**config.mk**
```make
export PLATFORM = sky130hd
export DESIGN_NAME = button_event_port
export DESIGN_NICKNAME = d
export VERILOG_FILES = /design/src/rtl/button_event_port.sv
export SDC_FILE = /design/constraint.sdc
export NUM_CORES = 1
export LEC_CHECK = 0
export CORE_MARGIN = 2
export CORE_UTILIZATION = 40
export CTS_BUF_LIST = sky130_fd_sc_hd__clkbuf_8 sky130_fd_sc_hd__clkbuf_16
export CTS_CLUSTER_SIZE = 30
export DETAILED_ROUTE_END_ITERATION = 7
export HOLD_SLACK_MARGIN = 0.05
export PLACE_DENSITY_LB_ADDON = 0.08
export SLEW_MARGIN = 20
export SYNTH_ARGS = -nofsm -noshare
export SYNTH_HDL_FRONTEND = slang
export SYNTH_SLANG_ARGS = --single-unit
export TNS_END_PERCENT = 5
```
**constraint.sdc**
```tcl
create_clock -name clock -period 3.12 [get_ports clock]
set_input_delay 0.624 -clock clock [delete_from_list [all_inputs] [get_ports clock]]
set_output_delay 0.624 -clock clock [all_outputs]
set_load 0.02 [all_outputs]
```
**src/rtl/button_event_port.sv**
```systemverilog
// Button input peripheral: four buttons are synchronised, debounced and edge-detected, then queued
// as 3-bit event codes that the CPU drains through a load-mapped FIFO.
module button_event_port #(
    parameter logic [11:0] EVT_ADDR        = 12'd0,
    parameter logic [11:0] STAT_ADDR       = 12'd2,
    parameter int          DEBOUNCE_CYCLES = 290000,
    parameter int          DEPTH           = 8
) (
    input  logic        clock,
    input  logic        reset,
    input  logic        BTNU,
    input  logic        BTNR,
    input  logic        BTND,
    input  logic        BTNL,
    input  logic [11:0] address_dmem,
    input  logic        mem_read,
    input  logic        wren,
    output logic [31:0] rdata,
    output logic        hit,
    output logic        pending
);

    localparam int                CNT_W    = $clog2(DEBOUNCE_CYCLES);
    localparam int                PTR_W    = $clog2(DEPTH);
    localparam logic [CNT_W-1:0]  CNT_LAST = CNT_W'(DEBOUNCE_CYCLES - 1);
    localparam logic [PTR_W:0]    DEPTH_C  = (PTR_W + 1)'(DEPTH);

    // Bit order: 0=U, 1=R, 2=D, 3=L; event code is bit index + 1.
    logic [3:0]       btn_raw;
    logic [3:0]       sync1_q, sync2_q;
    logic [3:0]       stable_q, stable_d, stable_prev_q;
    logic [CNT_W-1:0] cnt_q [4];
    logic [CNT_W-1:0] cnt_d [4];
    logic [3:0]       pend_q, pend_d, rise, grant;
    logic [2:0]       push_code;
    logic             push_req;

    logic [2:0]       mem_q [DEPTH];
    logic [PTR_W-1:0] wptr_q, wptr_d, rptr_q, rptr_d;
    logic [PTR_W:0]   count_q, count_d;
    logic             ovf_q, ovf_d;
    logic             evt_sel, stat_sel, full, empty, pop, clr, do_push;

    assign btn_raw = {BTNL, BTND, BTNR, BTNU};

    always_comb begin
        stable_d = stable_q;
        for (int i = 0; i < 4; i++) begin
            cnt_d[i] = '0;
            if (sync2_q[i] != stable_q[i]) begin
                if (cnt_q[i] == CNT_LAST) stable_d[i] = sync2_q[i];
                else                      cnt_d[i]    = cnt_q[i] + 1'b1;
            end
        end
    end

    assign rise = stable_q & ~stable_prev_q;

    always_comb begin
        grant     = 4'b0000;
        push_code = 3'd0;
        if (pend_q[0])      begin grant = 4'b0001; push_code = 3'd1; end
        else if (pend_q[1]) begin grant = 4'b0010; push_code = 3'd2; end
        else if (pend_q[2]) begin grant = 4'b0100; push_code = 3'd3; end
        else if (pend_q[3]) begin grant = 4'b1000; push_code = 3'd4; end
    end

    assign push_req = |pend_q;
    // A press arriving while its bit is still set merges into the existing request.
    assign pend_d   = (pend_q & ~grant) | rise;

    assign evt_sel  = (address_dmem == EVT_ADDR);
    assign stat_sel = (address_dmem == STAT_ADDR);
    assign hit      = evt_sel | stat_sel;
    assign full     = (count_q == DEPTH_C);
    assign empty    = (count_q == '0);
    assign pending  = ~empty;
    assign pop      = mem_read & evt_sel & ~empty;
    assign clr      = wren & stat_sel;
    assign do_push  = push_req & ~clr & (~full | pop);

    always_comb begin
        wptr_d  = wptr_q;
        rptr_d  = rptr_q;
        count_d = count_q;
        ovf_d   = ovf_q;
        if (clr) begin
            wptr_d  = '0;
            rptr_d  = '0;
            count_d = '0;
            ovf_d   = 1'b0;
        end else begin
            if (do_push) wptr_d = wptr_q + 1'b1;
            if (pop)     rptr_d = rptr_q + 1'b1;
            if (do_push && !pop)      count_d = count_q + 1'b1;
            else if (!do_push && pop) count_d = count_q - 1'b1;
            if (push_req && full && !pop) ovf_d = 1'b1;
        end
    end

    always_ff @(posedge clock) begin
        if (reset) begin
            sync1_q       <= '0;
            sync2_q       <= '0;
            stable_q      <= '0;
            stable_prev_q <= '0;
            pend_q        <= '0;
            wptr_q        <= '0;
            rptr_q        <= '0;
            count_q       <= '0;
            ovf_q         <= 1'b0;
            for (int i = 0; i < 4; i++)     cnt_q[i] <= '0;
            for (int i = 0; i < DEPTH; i++) mem_q[i] <= '0;
        end else begin
            sync1_q       <= btn_raw;
            sync2_q       <= sync1_q;
            stable_q      <= stable_d;
            stable_prev_q <= stable_q;
            pend_q        <= pend_d;
            wptr_q        <= wptr_d;
            rptr_q        <= rptr_d;
            count_q       <= count_d;
            ovf_q         <= ovf_d;
            for (int i = 0; i < 4; i++) cnt_q[i] <= cnt_d[i];
            if (do_push) mem_q[wptr_q] <= push_code;
        end
    end

    always_comb begin
        rdata = 32'd0;
        if (evt_sel) begin
            if (!empty) rdata = {29'b0, mem_q[rptr_q]};
        end else if (stat_sel) begin
            rdata     = 32'(count_q);
            rdata[31] = ovf_q;
        end
    end

endmodule
```
==> results.py <==
metrics = {
    "status": {
        "outcome": "completed",
    },
    "sta": {
        "setup_viol_count_final": 0,
        "fin_crit_sh_pct": 94.7,
        "period_needed_ns": 2.95,
        "maxSlewViolCount": 0,
        "finClkSkew_ns": 0.00751,
        "rsz0062_at_grt": "no",
        "timing.fmax_mhz": 339,
        "fin_ws_ns": 0.166,
        "max_slew_margin_pct": 46.4,
        "tns_ns": 0,
        "hold_viol_final": 0,
        "timing.hold.ws_ns": 0.388,
        "tightest_slew_ns": 0.803,
    },
    "power": {
        "power_mw": 3.75,
        "irDropWorstVdd_v": 0.000363,
        "combPwrFrac_pct": 3.0,
        "swShare_pct": 22.3,
        "switchingPower_mw": 0.835,
        "seqPwrFrac_pct": 47.6,
        "p_per_area_mw_per_mm2": 510,
        "p_leak_nw": 2.44,
        "p_int_mw": 2.91,
        "p_clk_share_pct": 49.5,
    },
    "clock_network": {
        "cts_buffers": 17,
        "cts_buffer_depth": 2,
        "postCtsSetupBuffers": 0,
        "clock_sinks": 134,
        "clock-root-buffer": "clkbuf_16",
        "clk_pin_slew_ns": 0.06,
        "h-tree-depth": 4,
        "insertion_delay_ns": 0.42,
        "cts_tree": "yes",
    },
    "synth": {
        "syn_area_per_cell_um2": 9.37,
        "syn_inst": 670,
        "synth_seq_area_share_pct": 46.5,
        "synth_cell_types": 51,
        "synth_edf_count": 24,
        "yosys_warnings": 0,
        "synth-seq-cells": 134,
        "syn_area_mm2": 0.00628,
        "synth_ff_type": "dfxtp_1",
        "ys_async_sr_fraction_pct": 0,
    },
    "worst_setup_path": {
        "required_ns": 2.50,
        "cp_max_fo": 5,
        "cp.arrival_ns": 2.33,
        "worstSetupPathType": "in2out",
        "end_kind": "primary output",
        "startpoint_type": "input port",
    },
    "global_routing": {
        "gr-total-overflow": 0,
        "antenna_found_initial": 0,
        "grt_max_degree": 21,
        "grt_pass1_wl_um": 20900,
        "grt_pass1_vias": 4458,
        "grt_util_all_layers_pct": 15.6,
    },
    "routing": {
        "via_per_inst": 4.97,
        "wl_per_cell_um": 13.0,
        "drc_errors": 0,
        "ant_nets": 0,
        "vias": 4674,
        "drt_iter0_markers": 179,
        "finalWirelength_um": 12200,
        "drt_pass1_iterations": 6,
    },
    "hold_path": {
        "hold_path_class": "reg2reg",
    },
    "floorplanning": {
        "fp.dieArea_mm2": 0.0167,
        "core_area_mm2": 0.0153,
        "rows": 45,
        "die_x_um": 129,
        "initial_core_util_pct": 41.2,
        "io_pins": 54,
        "die_h_um": 129,
    },
    "placement": {
        "io_buffers": 26,
        "post-dp-hpwl_um": 8800,
        "place_ws_ns": -0.198,
        "placed_area_mm2": 0.00678,
        "gp_congestion": 0.763,
        "place_inst": 909,
    },
    "finish": {
        "area_delta_synth_final_pct": 16.9,
        "final_cell_mix": "dfxtp_1 (110), nor2_1 (101), nand2_1 (35)",
        "layout_commonest_cell": "dfxtp_1",
        "fin_nets": 747,
        "antenna_cells": 0,
        "fin_cells": 941,
        "final_util_pct": 48.1,
        "layout-drive-gt1-share_pct": 11.1,
        "fin_area_mm2": 0.00734,
    },
    "run": {
        "drv_cap": 0,
    },
}
[logic make-up after synthesis]
logic type / share of synthesized area, %
AOI/OAI and AO/OA: 8.63
xor gates and xnor gates: 7.81
adders and majority gates: 2.11
buffers and inverters: 5.84
DFF: 46.5
muxes: 3.75
other: 0.0597
and+or+nand+nor: 25.3
[power groups by stage]
stage                     sequential [mW]  clock, mW  combinational, mW
final                                1.78       1.85              0.111
after CTS                            1.78       1.91              0.110
after floorplan                      1.82          0             0.0943
after global routing                 1.78       1.99              0.122
after detailed placement             1.82          0              0.110
after global placement               1.82          0              0.108
[worst max-delay path, stage by stage]
cell	delay, ns
clkdlybuf4s50_1	0.41
nor4_2	0.29
buf_4	0.17
nand3_1	0.10
inv_2	0.10
buf_4	0.13
nand3_1	0.07
o21ai_0	0.10
clkdlybuf4s15_1	0.33
[metal layers]
layer | global-route usage, % | vias up | part of all wire (%)
met5 | 0 | - | 0
met4 | 6.84 | 0 | 1.9
met3 | 3.47 | 17 | 3.6
met2 | 24.7 | 67 | 45
met1 | 20.6 | 2167 | 50
li1 | - | 2423 | -
[final timing paths]
| path | startpoint | endpoint | slack, ns | depth (start not counted) |
|---|---|---|---|---|
| worst min-delay path | stable_prev_q[0]$_SDFF_PP0_ | pend_q[0]$_SDFF_PP0_ | 0.39 | 1 |
| worst max register to register | count_q[0]$_SDFFE_PP0P_ | count_q[3]$_SDFFE_PP0P_ | 0.38 | 11 |
| worst min register to register | stable_prev_q[0]$_SDFF_PP0_ | pend_q[0]$_SDFF_PP0_ | 0.39 | 1 |
| worst max-delay path | address_dmem[3] | rdata[1] | 0.17 | 9 |
[state kept, by name, indices dropped and copies added (netlist names), 4 cells and up, named ones only]
signal	count
sync2_q	4
pend_q	4
count_q	4
stable_q	4
cnt_q	76
mem_q	24
sync1_q	4
stable_prev_q	4
[synth_stat cells (10+ instances only)]
cell type,number,area [um^2]
nor2b_1,16,100
dfxtp_1,110,2200
xnor2_1,31,272
or4_1,11,82.6
a21oi_1,28,140
inv_1,18,67.6
nand3_1,29,145
buf_4,27,203
nand2_1,35,131
or3_1,17,106
nor4_1,14,87.6
mux2i_1,10,100
edfxtp_1,24,721
nor3_1,11,55.1
clkbuf_1,15,56.3
o21ai_0,18,90.1
xor2_1,25,219
nor2_1,101,379
nand4_1,30,188
[cell type report]
cell class	instances	area, um^2
Fill cell	1459	7920
Timing Repair Buffer	49	423
Clock inverter	15	133
Multi-Input combinational cell	496	3100
Inverter	19	71.3
Clock buffer	17	425
Sequential cell	134	2920
Tap cell	211	264
[timing repair]
item | 4_1_cts | 5_1_grt
endpoints found under the setup margin | 6 | 5
hold buffers | 0 | 0
resized for setup | 6 | 7
cloned | 0 | 0
pin swaps | 0 | 0
Note: power is estimated with default switching activity, not from simulation.
